--- src/rtl/fetch_stage_if.sv ---
//------------------------------------------------------------------------------
// fetch_stage_if
// Fetch-stage bus bundle: I-cache read/resp, redirect input, IF/ID output.
// Revision: 1.0 - initial release
//------------------------------------------------------------------------------
`default_nettype none

interface fetch_stage_if;
    logic [31:0] imem_address;
    logic        imem_read;
    logic [31:0] imem_rdata;
    logic        imem_resp;
    logic        redirect;
    logic [31:0] redirect_pc;
    logic        id_ready;
    logic        if_valid;
    logic [31:0] if_pc;
    logic [31:0] if_inst;
    logic [31:0] if_next_pc;

    modport master (
        output imem_address, imem_read,
        input  imem_rdata, imem_resp,
        input  redirect, redirect_pc, id_ready,
        output if_valid, if_pc, if_inst, if_next_pc
    );

    modport slave (
        input  imem_address, imem_read,
        output imem_rdata, imem_resp,
        output redirect, redirect_pc, id_ready,
        input  if_valid, if_pc, if_inst, if_next_pc
    );
endinterface

`default_nettype wire

--- src/rtl/fetch_stage.sv ---
//------------------------------------------------------------------------------
// fetch_stage
// Owns the PC, fetches from the I-cache and hands PC/inst/next-PC to IF/ID.
// Revision: 1.0 - initial release
//------------------------------------------------------------------------------
`default_nettype none

module fetch_stage #(
    parameter logic [31:0] RESET_PC = 32'h0000_0060
) (
    input  wire          clk,
    input  wire          rst,
    fetch_stage_if.master bus
);

    localparam logic [1:0] ST_REQ    = 2'd0;
    localparam logic [1:0] ST_HOLD   = 2'd1;
    localparam logic [1:0] ST_SQUASH = 2'd2;

    logic [1:0]  state;
    logic [1:0]  state_nxt;
    logic [31:0] pc;
    logic [31:0] pc_nxt;
    logic [31:0] hold_inst;
    logic [31:0] hold_inst_nxt;
    logic [31:0] pending_pc;
    logic [31:0] pending_pc_nxt;

    logic [31:0] pc_plus4;
    logic [31:0] redirect_tgt;
    logic        read;
    logic        valid;
    logic [31:0] inst;

    assign pc_plus4     = pc + 32'd4;
    assign redirect_tgt = {bus.redirect_pc[31:2], 2'b00};

    always_comb begin
        state_nxt      = state;
        pc_nxt         = pc;
        hold_inst_nxt  = hold_inst;
        pending_pc_nxt = pending_pc;
        read           = 1'b0;
        valid          = 1'b0;
        inst           = 32'd0;

        case (state)
            ST_REQ: begin
                read = 1'b1;
                if (bus.imem_resp) begin
                    if (bus.redirect) begin
                        pc_nxt = redirect_tgt;
                    end else begin
                        // Offer the word straight from the cache this cycle.
                        valid = 1'b1;
                        inst  = bus.imem_rdata;
                        if (bus.id_ready) begin
                            pc_nxt = pc_plus4;
                        end else begin
                            hold_inst_nxt = bus.imem_rdata;
                            state_nxt     = ST_HOLD;
                        end
                    end
                end else if (bus.redirect) begin
                    // Request in flight: keep the address, remember the target.
                    pending_pc_nxt = redirect_tgt;
                    state_nxt      = ST_SQUASH;
                end
            end

            ST_HOLD: begin
                if (bus.redirect) begin
                    pc_nxt    = redirect_tgt;
                    state_nxt = ST_REQ;
                end else begin
                    valid = 1'b1;
                    inst  = hold_inst;
                    if (bus.id_ready) begin
                        pc_nxt    = pc_plus4;
                        state_nxt = ST_REQ;
                    end
                end
            end

            ST_SQUASH: begin
                read = 1'b1;
                if (bus.redirect) begin
                    pending_pc_nxt = redirect_tgt;
                end
                if (bus.imem_resp) begin
                    pc_nxt    = bus.redirect ? redirect_tgt : pending_pc;
                    state_nxt = ST_REQ;
                end
            end

            default: begin
                state_nxt = ST_REQ;
            end
        endcase
    end

    always_ff @(posedge clk) begin
        if (rst) begin
            state      <= ST_REQ;
            pc         <= RESET_PC;
            hold_inst  <= 32'd0;
            pending_pc <= 32'd0;
        end else begin
            state      <= state_nxt;
            pc         <= pc_nxt;
            hold_inst  <= hold_inst_nxt;
            pending_pc <= pending_pc_nxt;
        end
    end

    // Outputs are forced to a bubble while reset is held.
    assign bus.imem_address = pc;
    assign bus.imem_read    = read & ~rst;
    assign bus.if_valid     = valid & ~rst;
    assign bus.if_pc        = (valid & ~rst) ? pc       : 32'd0;
    assign bus.if_inst      = (valid & ~rst) ? inst     : 32'd0;
    assign bus.if_next_pc   = (valid & ~rst) ? pc_plus4 : 32'd0;

    a_req_stable: assert property (
        @(posedge clk) disable iff (rst)
        (bus.imem_read && !bus.imem_resp) |=> (bus.imem_read && $stable(bus.imem_address))
    );

    a_hold_no_read: assert property (
        @(posedge clk) disable iff (rst)
        (state == ST_HOLD) |-> !bus.imem_read
    );

endmodule

`default_nettype wire
--- src/flat_wrapper.sv ---
// flat-port wrapper written by rule: the top's interface ports become plain ports
module fetch_stage_flat 
#(
    parameter logic [31:0] RESET_PC = 32'h0000_0060
)
  (clk, rst, bus_imem_address, bus_imem_read, bus_imem_rdata, bus_imem_resp, bus_redirect, bus_redirect_pc, bus_id_ready, bus_if_valid, bus_if_pc, bus_if_inst, bus_if_next_pc);
  fetch_stage_if bus_i ();
  input  wire clk;
  input  wire rst;
  output wire logic [$bits(bus_i.imem_address)-1:0] bus_imem_address;
  output wire logic [$bits(bus_i.imem_read)-1:0] bus_imem_read;
  input wire logic [$bits(bus_i.imem_rdata)-1:0] bus_imem_rdata;
  input wire logic [$bits(bus_i.imem_resp)-1:0] bus_imem_resp;
  input wire logic [$bits(bus_i.redirect)-1:0] bus_redirect;
  input wire logic [$bits(bus_i.redirect_pc)-1:0] bus_redirect_pc;
  input wire logic [$bits(bus_i.id_ready)-1:0] bus_id_ready;
  output wire logic [$bits(bus_i.if_valid)-1:0] bus_if_valid;
  output wire logic [$bits(bus_i.if_pc)-1:0] bus_if_pc;
  output wire logic [$bits(bus_i.if_inst)-1:0] bus_if_inst;
  output wire logic [$bits(bus_i.if_next_pc)-1:0] bus_if_next_pc;
  assign bus_imem_address = bus_i.imem_address;
  assign bus_imem_read = bus_i.imem_read;
  assign bus_i.imem_rdata = bus_imem_rdata;
  assign bus_i.imem_resp = bus_imem_resp;
  assign bus_i.redirect = bus_redirect;
  assign bus_i.redirect_pc = bus_redirect_pc;
  assign bus_i.id_ready = bus_id_ready;
  assign bus_if_valid = bus_i.if_valid;
  assign bus_if_pc = bus_i.if_pc;
  assign bus_if_inst = bus_i.if_inst;
  assign bus_if_next_pc = bus_i.if_next_pc;
  fetch_stage #(.RESET_PC(RESET_PC)) u_core (.clk(clk), .rst(rst), .bus(bus_i));
endmodule
--- config.mk ---
export PLATFORM = sky130hd
export DESIGN_NAME = fetch_stage_flat
export DESIGN_NICKNAME = d
export VERILOG_FILES = /design/src/rtl/fetch_stage_if.sv /design/src/rtl/fetch_stage.sv /design/src/flat_wrapper.sv
export SDC_FILE = /design/constraint.sdc
export NUM_CORES = 1
export LEC_CHECK = 0
export ABC_AREA = 1
export CAP_MARGIN = 20
export CELL_PAD_IN_SITES_DETAIL_PLACEMENT = 1
export CELL_PAD_IN_SITES_GLOBAL_PLACEMENT = 1
export CORE_MARGIN = 3
export CORE_UTILIZATION = 25
export DETAILED_ROUTE_END_ITERATION = 16
export GPL_ROUTABILITY_DRIVEN = 0
export GPL_TIMING_DRIVEN = 0
export HOLD_SLACK_MARGIN = 0.15
export PLACE_DENSITY = 0.82
export REMOVE_ABC_BUFFERS = 1
export SLEW_MARGIN = 20
export SYNTH_ARGS = -nofsm -noshare
export SYNTH_HDL_FRONTEND = slang
export SYNTH_SLANG_ARGS = --single-unit
--- constraint.sdc ---
create_clock -name clk -period 1.45 [get_ports clk]
set_clock_uncertainty 0.05 [all_clocks]
set_input_delay 0.145 -clock clk [delete_from_list [all_inputs] [get_ports clk]]
set_output_delay 0.145 -clock clk [all_outputs]
set_load 0.1 [all_outputs]
======== Word level (Yosys, flattened, before mapping) ========
Index checks and enable logic that the tools add are counted.
Widths: inputs -> output; s select.
storage, ports and cells
  input port bits ......................... 69
  output and inout port bits .............. 130
  flip-flop bits (word level) ............. 98
  logic and storage cells ................. 54
operators by class
  equal/unequal tests ..................... 9
  reductions and logical operators ........ 8
  $add $sub $neg .......................... 1
  muxes and demuxes ....................... 27
  bitwise gates (word level) .............. 5
operator list
  kind                   number
  $mux 32                12
  $pmux 32 s2            2
  $pmux 32 s3            1
  $add 32x3->32 const B  1
  $mux 2                 7
  $ne 3x3->1 const B     4
  $ne 2x2->1 const B     3
  $pmux 2 s3             1
  $reduce_and 5->1       1
  $reduce_and 4->1       1
  $mux 1                 3
  $not 1->1              3
  $reduce_and 3->1       1
  $reduce_bool 3->1      1
  $and 1x1->1            2
  $eq 2x1->1 const B     1
  $eq 2x2->1 const B     1
  $logic_not 2->1        1
  $pmux 1 s2             1
  $reduce_and 2->1       1
  $reduce_bool 2->1      1
  $reduce_or 2->1        1

======== Depth between registers and ports, before layout ========
Gate-level depths: netlist of the first run.
  depth after elaboration ................. 5
  gate-level depth with buffers ........... 10
  mapped depth without buffers ............ 10

======== Worst setup path before layout of the first run ========
No wires, ideal clock.
  path kind ............................... reg-to-output
  start ................................... reg u_core.state[0]
  end ..................................... out bus_if_pc[0]
  buffers on the path ..................... 2
  setup slack ............................. -2337 ps
  data arrival time ....................... 3592 ps
  data required time ...................... 1255 ps
  cell stages (with the launch flop) ...... 7
  cell sequence ........................... dfxtp_1 nor2_1 nor3_4 inv_2 clkbuf_1 nor2_1 buf_4
on the way
  longest elaborated chain between the ends .. 4
  elaborated cells on any way between the ends .. 5
  those cells by class .................... 1 x eq/ne; 2 x mux; 1 x bitwise; 1 x reduce/logical
ends and longest elaborated chain
  item                                                  RTL line            source
  start, declared                                       fetch_stage.sv:20   logic [1:0] state;
  start signal, assigned                                fetch_stage.sv:109  state <= state_nxt;
  $eq 2x1->1 / $logic_not 2->1 (equally long branches)  fetch_stage.sv:47   case (state)
  $pmux 1 s2 *                                          fetch_stage.sv:47
  $and 1x1->1 *                                         --
  named net bus_if_valid                                flat_wrapper.sv:17  output wire logic [$bits(bus_i.if_valid)-1:0] bus_if_valid;
  $mux 32 *                                             fetch_stage.sv:120  assign bus.if_pc = (valid & ~rst) ? pc : 32'd0;
  end, declared                                         flat_wrapper.sv:18  output wire logic [$bits(bus_i.if_pc)-1:0] bus_if_pc;
Mark *: on every way through the listed nets, which the timed path passes. The rest lies on a longest branch.

======== Final worst setup path of the first run ========
  start ................................... reg u_core.pc[7] (netlist: u_core.bus.imem_address[7])
  end ..................................... out bus_if_next_pc[22]
on the way
  longest elaborated chain between the ends .. 2
ends and longest elaborated chain
  item                    RTL line            source
  start, declared         fetch_stage.sv:22   logic [31:0] pc;
  start signal, assigned  fetch_stage.sv:110  pc <= pc_nxt;
  $add 32x3->32           fetch_stage.sv:35   assign pc_plus4 = pc + 32'd4;
  $mux 32                 fetch_stage.sv:122  assign bus.if_next_pc = (valid & ~rst) ? pc_plus4 : 32'd0;
  end, declared           flat_wrapper.sv:20  output wire logic [$bits(bus_i.if_next_pc)-1:0] bus_if_next_pc;
No other way between the ends.

==> results of run 1 <==
-- worst register-to-register path, stage by stage (launching register included) --
cell and delay (ns):
dfxtp_4 0.37, buf_4 0.15, o21ai_2 0.34, o21ai_4 0.30, inv_8 0.27, o21ai_0 0.21, a21oi_1 0.23
-- power by group --
| group | internal [W] | switching (W) |
|---|---|---|
| clock | 0.00153 | 0.00122 |
| combinational | 0.000988 | 0.00223 |
| sequential | 0.00286 | 0.000207 |
-- sequential cells by signal, indices dropped and copies added, names as in the netlist --
signal and cells:
u_core.hold_inst 32, u_core.pending_pc 32, u_core.state 2, u_core.bus.imem_address 32
-- cell type report --
class / instances / share of cell area
flip-flops and latches: 98 / 0.182
well taps: 280 / 0.0312
repair buffers: 279 / 0.324
clock buffers: 9 / 0.0201
repair inverters: 5 / 0.00479
clock inverters: 7 / 0.00903
multi-input cells: 686 / 0.386
inverters: 111 / 0.0426
-- cells in the final DEF (no fill, tap or decap), types with 3 or more instances in the layout --
cell and count:
o211ai_1 3, o21ai_1 30, nand2_4 8, nand2_2 14
a21oi_1 62, clkinvlp_4 5, a31oi_1 3, nand3_4 3
clkbuf_4 7, clkbuf_2 9, and2_4 6, inv_2 8
bufinv_16 3, dfxtp_2 7, buf_12 101, buf_6 10
o22ai_1 20, o21ai_0 36, xor2_1 7, inv_8 5
buf_4 67, inv_1 97, clkdlybuf4s50_1 64, a211oi_1 6
nor2_1 78, dfxtp_4 20, clkbuf_16 13, nor2_4 59
nand2_1 248, dfxtp_1 71, nand3_2 6, buf_2 12
a21oi_2 3, nor2_2 20, buf_16 3, xor2_2 6
nand3_1 11, a21oi_4 42
-- per-stage QoR --
step           worst slack [ns]  std cells  hold slack (ns)  instance area [µm²]  utilization
6_report                 -0.761       1475            0.174                11200        0.505
5_1_grt                  -0.864       1475            0.173                11200        0.505
4_1_cts                  -0.722       1426            0.153                 9910        0.446
3_5_place_dp              -2.04       1369            0.394                 7850        0.353
3_3_place_gp              -4.33       1366            0.383                 7780        0.350
2_1_floorplan             -3.50        890            0.164                 5470            -
-- logic make-up (layout without fill, tap and decap cells) --
logic type	after synthesis	after routing
simple gates	454	458
compound gates	211	212
buf+inv	164	411
flops	98	98
xor+xnor	15	15
fa+ha+maj	1	1
-- how the worst min path moves through the flow --
stage	slack [ns]	depth (start not counted)	endpoint
2_1_floorplan	0.16	1	u_core.bus.imem_address[2]
3_3_place_gp	0.38	2	u_core.pending_pc[0]
3_5_place_dp	0.39	2	u_core.pending_pc[1]
4_1_cts	0.15	2	u_core.pending_pc[25]
5_1_grt	0.17	2	u_core.pending_pc[25]
6_report	0.17	2	u_core.pending_pc[14]
-- layer usage --
layer | up-vias | track usage | share of wire
li1 | 3475 | - | -
met1 | 3757 | 0.255 | 0.37
met2 | 340 | 0.395 | 0.51
met3 | 108 | 0.0560 | 0.076
met4 | 4 | 0.0744 | 0.047
met5 | - | 0 | 0.00067
-- repair_timing --
item	CTS	global route
buffers inserted	32	41
endpoints found under the setup margin	224	226
pin swaps	22	38
cloned	9	8
gates resized for setup	1040	320
==> flow_summary.toml, run 1 <==
[status]
outcome = "finished, violations left"
violations = "negative setup slack"

[finish]
fill_cells = 2535
ff_latch_area_um2 = 2050
drive_gt1_frac = 0.380
multiInputGateArea_um2 = 4330
finalNetCount = 1260
diodes = 0
area_growth_pct = 94.9

[detailed_routing]
vias = 7684
vias_per_cell = 5.21
drt-total-wl_um = 32800
drt_iter0_drc = 374
wl_per_cell_um = 22.2
drc = 0
ant_nets = 0
drt_first_pass_iters = 7

[worst_setup_path]
start_kind = "register"
cp_slowest_cell = "dfxtp_4"
crit_arrival_ns = 2.02
crit_chain = "nand2_1 > nor2_2 > nand2_4 > nor2_4 > buf_4 > nand2_1 > nand2_1 > a21oi_2 > buf_12"
critPathBufInv = 2
end_kind = "primary output"
r2r_setup_slack_ns = -0.54
rr_endpoint = "u_core.bus.imem_address[25]"
r2r_cells = 6
path_depth = 9
critPathMaxStageDelay_ns = 0.39
crit_start = "u_core.bus.imem_address[7]"
worstReg2RegStart = "u_core.state[0]"
crit_top_cell = "nand2_1"
crit_family = "simple AND/OR/NAND/NOR gates"
required_ns = 1.25
crit_end = "bus_if_next_pc[22]"
worst-path-max-fanout = 5
path_class = "register to primary output"

[synthesis]
synth_commonest_cells = "266 x nand2_1, 146 x nor2_1, 106 x a21oi_1"
synth_compound_area_frac = 0.197
synthSimpleGateAreaFrac = 0.314
syn_inst = 943
synth_top_area_share = 0.341
synth_edf_count = 0
ys_seq_area_frac = 0.341
ys_ff_latch = 98
synthFlopType = "dfxtp_1"
synth_adder_area_share = 0.00217
synth-xor-area-share = 0.0228
synth.avg_cell_area_um2 = 6.11
yosysTopAreaCell = "dfxtp_1"
synth_top_family_by_area = "simple AND/OR/NAND/NOR gates"
synthMuxAreaShare = 0
synth_most_common_cell = "nand2_1"
ys_async_sr_fraction = 0
netlist_top_cells_area = "dfxtp_1 34%, nand2_1 17%, nor2_1 9.5%"
syn_area_um2 = 5760
synth.distinct_cells = 32
yosys_warnings = 0

[timing]
relSlewSlack = 0.365
fmax_mhz = 452
final.setup.tns_ns = -76.79
worst_slack_ns = -0.761
finalSetupViolations = 189
worst_pin_slew_ns = 0.953
rsz0062_at_grt = "yes"
fin_crit_ns = 2.21
final-max-slew-violation-count = 0
hold_viol = 0
fin_crit_sh = 1.52

[floorplan]
die_area_um2 = 24900
core-area_um2 = 22200
die_h_um = 158
fp-row-count = 54
io_pins = 199
initial_core_util = 0.259
die_w_um = 158

[power_and_ir_drop]
vdd_drop_max_uv = 528
finalPower_w = 0.00904
power.leakage_nw = 4.15
p_per_area_nw_per_um2 = 805

[global_routing]
grt_pass1_vias = 7819
grtUsageTotal = 0.221
grt_pass1_wl_um = 43000
grt_max_degree = 40
grt_overflow = 0
antenna_found_initial = 2

[clock_tree]
clockBufferDepth = 2
root_buffer = "clkbuf_16"
cts_tree = "built"
ctsHtreeMaxLevel = 3
clk-insertion-delay-late_ns = 0.36
cts-buffers-inserted = 9
cts.sinks = 98
path_clk_slew_ns = 0.07
cts_hold_buf = 0

[hold_path]
hold_class = "input port to register"
min_from = "rst"

[run]
maxCapViolations = 0

[place]
hpwl_um = 16100
io_buffers = 196
Note: power is estimated with default switching activity, not from simulation.
==> run 2: changes to the inputs <==
--- a/config.mk
+++ b/config.mk
@@ -9,8 +9,8 @@
 export CAP_MARGIN = 20
 export CELL_PAD_IN_SITES_DETAIL_PLACEMENT = 1
 export CELL_PAD_IN_SITES_GLOBAL_PLACEMENT = 1
-export CORE_MARGIN = 3
 export CORE_UTILIZATION = 25
+export CTS_CLUSTER_DIAMETER = 50
 export DETAILED_ROUTE_END_ITERATION = 16
 export GPL_ROUTABILITY_DRIVEN = 0
 export GPL_TIMING_DRIVEN = 0
==> flow_summary.toml, run 2 (synthesis results as in run 1) <==
[status]
outcome = "finished, violations left"
violations = "negative setup slack"

[timing]
fmax_mhz = 386
hold_viol = 0
worst_slack_ns = -1.14
final-max-slew-violation-count = 0
fin_crit_sh = 1.79
rsz0062_at_grt = "yes"
relSlewSlack = 0.203
fin_crit_ns = 2.59
worst_pin_slew_ns = 1.19
finalSetupViolations = 202

[worst_setup_path]
critPathMaxStageDelay_ns = 0.53
crit_chain = "nand2_1 > nor2_1 > nand2_1 > nor2_2 > nand3_2 > a21oi_4 > buf_12"
r2r_setup_slack_ns = -0.63
path_class = "register to primary output"
end_kind = "primary output"
cp_slowest_cell = "dfxtp_1"
required_ns = 1.25
worst-path-max-fanout = 6
crit_arrival_ns = 2.40
start_kind = "register"
crit_top_cell = "nand2_1"

[finish]
finalNetCount = 1328
multiInputGateArea_um2 = 5660
area_growth_pct = 141
drive_gt1_frac = 0.596
most-common-layout-cells = "155 x nand2_1, 123 x buf_12, 91 x inv_1"
post-route-util = 0.612
fin_cells = 1548
final_common_cell = "nand2_1"
fill_cells = 2359
ff_latch_area_um2 = 2060

[global_routing]
grt_pass1_wl_um = 55300
grt_overflow = 0
grt_max_degree = 40
grtUsageTotal = 0.311
grt_pass1_vias = 9056
antenna_found_initial = 3

[clock_tree]
ctsHtreeMaxLevel = 3
root_buffer = "clkbuf_16"
path_clk_slew_ns = 0.07
cts.sinks = 98
cts-buffers-inserted = 9
clockBufferDepth = 2
cts_hold_buf = 0
cts_tree = "built"
clk-insertion-delay-late_ns = 0.37

[detailed_routing]
vias = 8644
drc = 0
drt-total-wl_um = 44600
drt_iter0_drc = 567
drt_first_pass_iters = 5
wl_per_cell_um = 28.8
vias_per_cell = 5.58
ant_nets = 0

[run]
maxCapViolations = 0

[floorplan]
die_w_um = 154
initial_core_util = 0.254
fp-row-count = 55
die_h_um = 154
io_pins = 199
core-area_um2 = 22600
die_area_um2 = 23700

[place]
io_buffers = 196
dpl.cell_count = 1376
hpwl_um = 15800
dp_slack_ns = -1.97

[power_and_ir_drop]
vdd_drop_max_uv = 576
finalPower_w = 0.0102
p_per_area_nw_per_um2 = 733
power.leakage_nw = 5.12

[hold_path]
hold_class = "input port to register"
## run 2: cell types whose count changed in the layout (fill, tap and decap cells not counted), moves of 25 or more
cell	previous run	this run
buf_6	10	40
a21oi_2	3	33
a21oi_1	62	31
nor2_4	59	87
nand2_2	14	73
nand2_4	8	38
nand2_1	248	155
o21ai_0	36	11
nor2_1	78	48
## run 2: path summary, 6_finish.rpt
kind	end	cells after the start	start
worst max-delay path	bus_if_next_pc[30]	7	u_core.bus.imem_address[29]
worst max register to register	u_core.bus.imem_address[30]	9	u_core.bus.imem_address[29]
worst min-delay path	u_core.hold_inst[11]	2	rst
worst min register to register	u_core.pending_pc[1]	2	u_core.pending_pc[1]
## run 2: critical path: cells and delay by family, from the launching register on
kind | cells | cell delay, ns
buf+inv | 1 | 0.21
compound gates | 1 | 0.22
simple gates | 5 | 1.07
flops | 1 | 0.53
## run 2: what timing repair did
item                                     CTS  global route
gates resized for setup                 1554           344
setup buffers                             86            43
gates cloned                              34             5
pin swaps                                 97            76
endpoints found under the setup margin   224           200
## run 2: stage by stage
stage	setup TNS, ns	instance area, µm²	hold WS, ns
floorplan	-272.65	5470	0.164
global placement	-689.93	7780	0.385
detailed placement	-274.78	7900	0.392
CTS	-77.35	12300	0.152
global route	-109.77	13900	0.149
finish	-98.99	13900	0.145
## run 2: report_power, final
| part | leakage, nW | internal (W) | switching, W |
|---|---|---|---|
| logic | 4.15 | 0.00146 | 0.00284 |
| registers | 0.819 | 0.00286 | 0.000258 |
| clock network | 0.151 | 0.00154 | 0.00120 |
## run 2: cell type report
type / count / area share
repair inverters: 19 / 0.0201
clock inverters: 3 / 0.00469
diodes: 2 / 0.000361
multi-input cells: 686 / 0.408
repair buffers: 333 / 0.339
well taps: 285 / 0.0257
inverters: 111 / 0.0360
flip-flops and latches: 98 / 0.148
clock buffers: 11 / 0.0175
## run 2: routing by layer
layer  wire length (µm)  track usage
met5                 17            0
met4               3330        0.201
met3               3420       0.0784
met2              22800        0.576
met1              15000        0.309
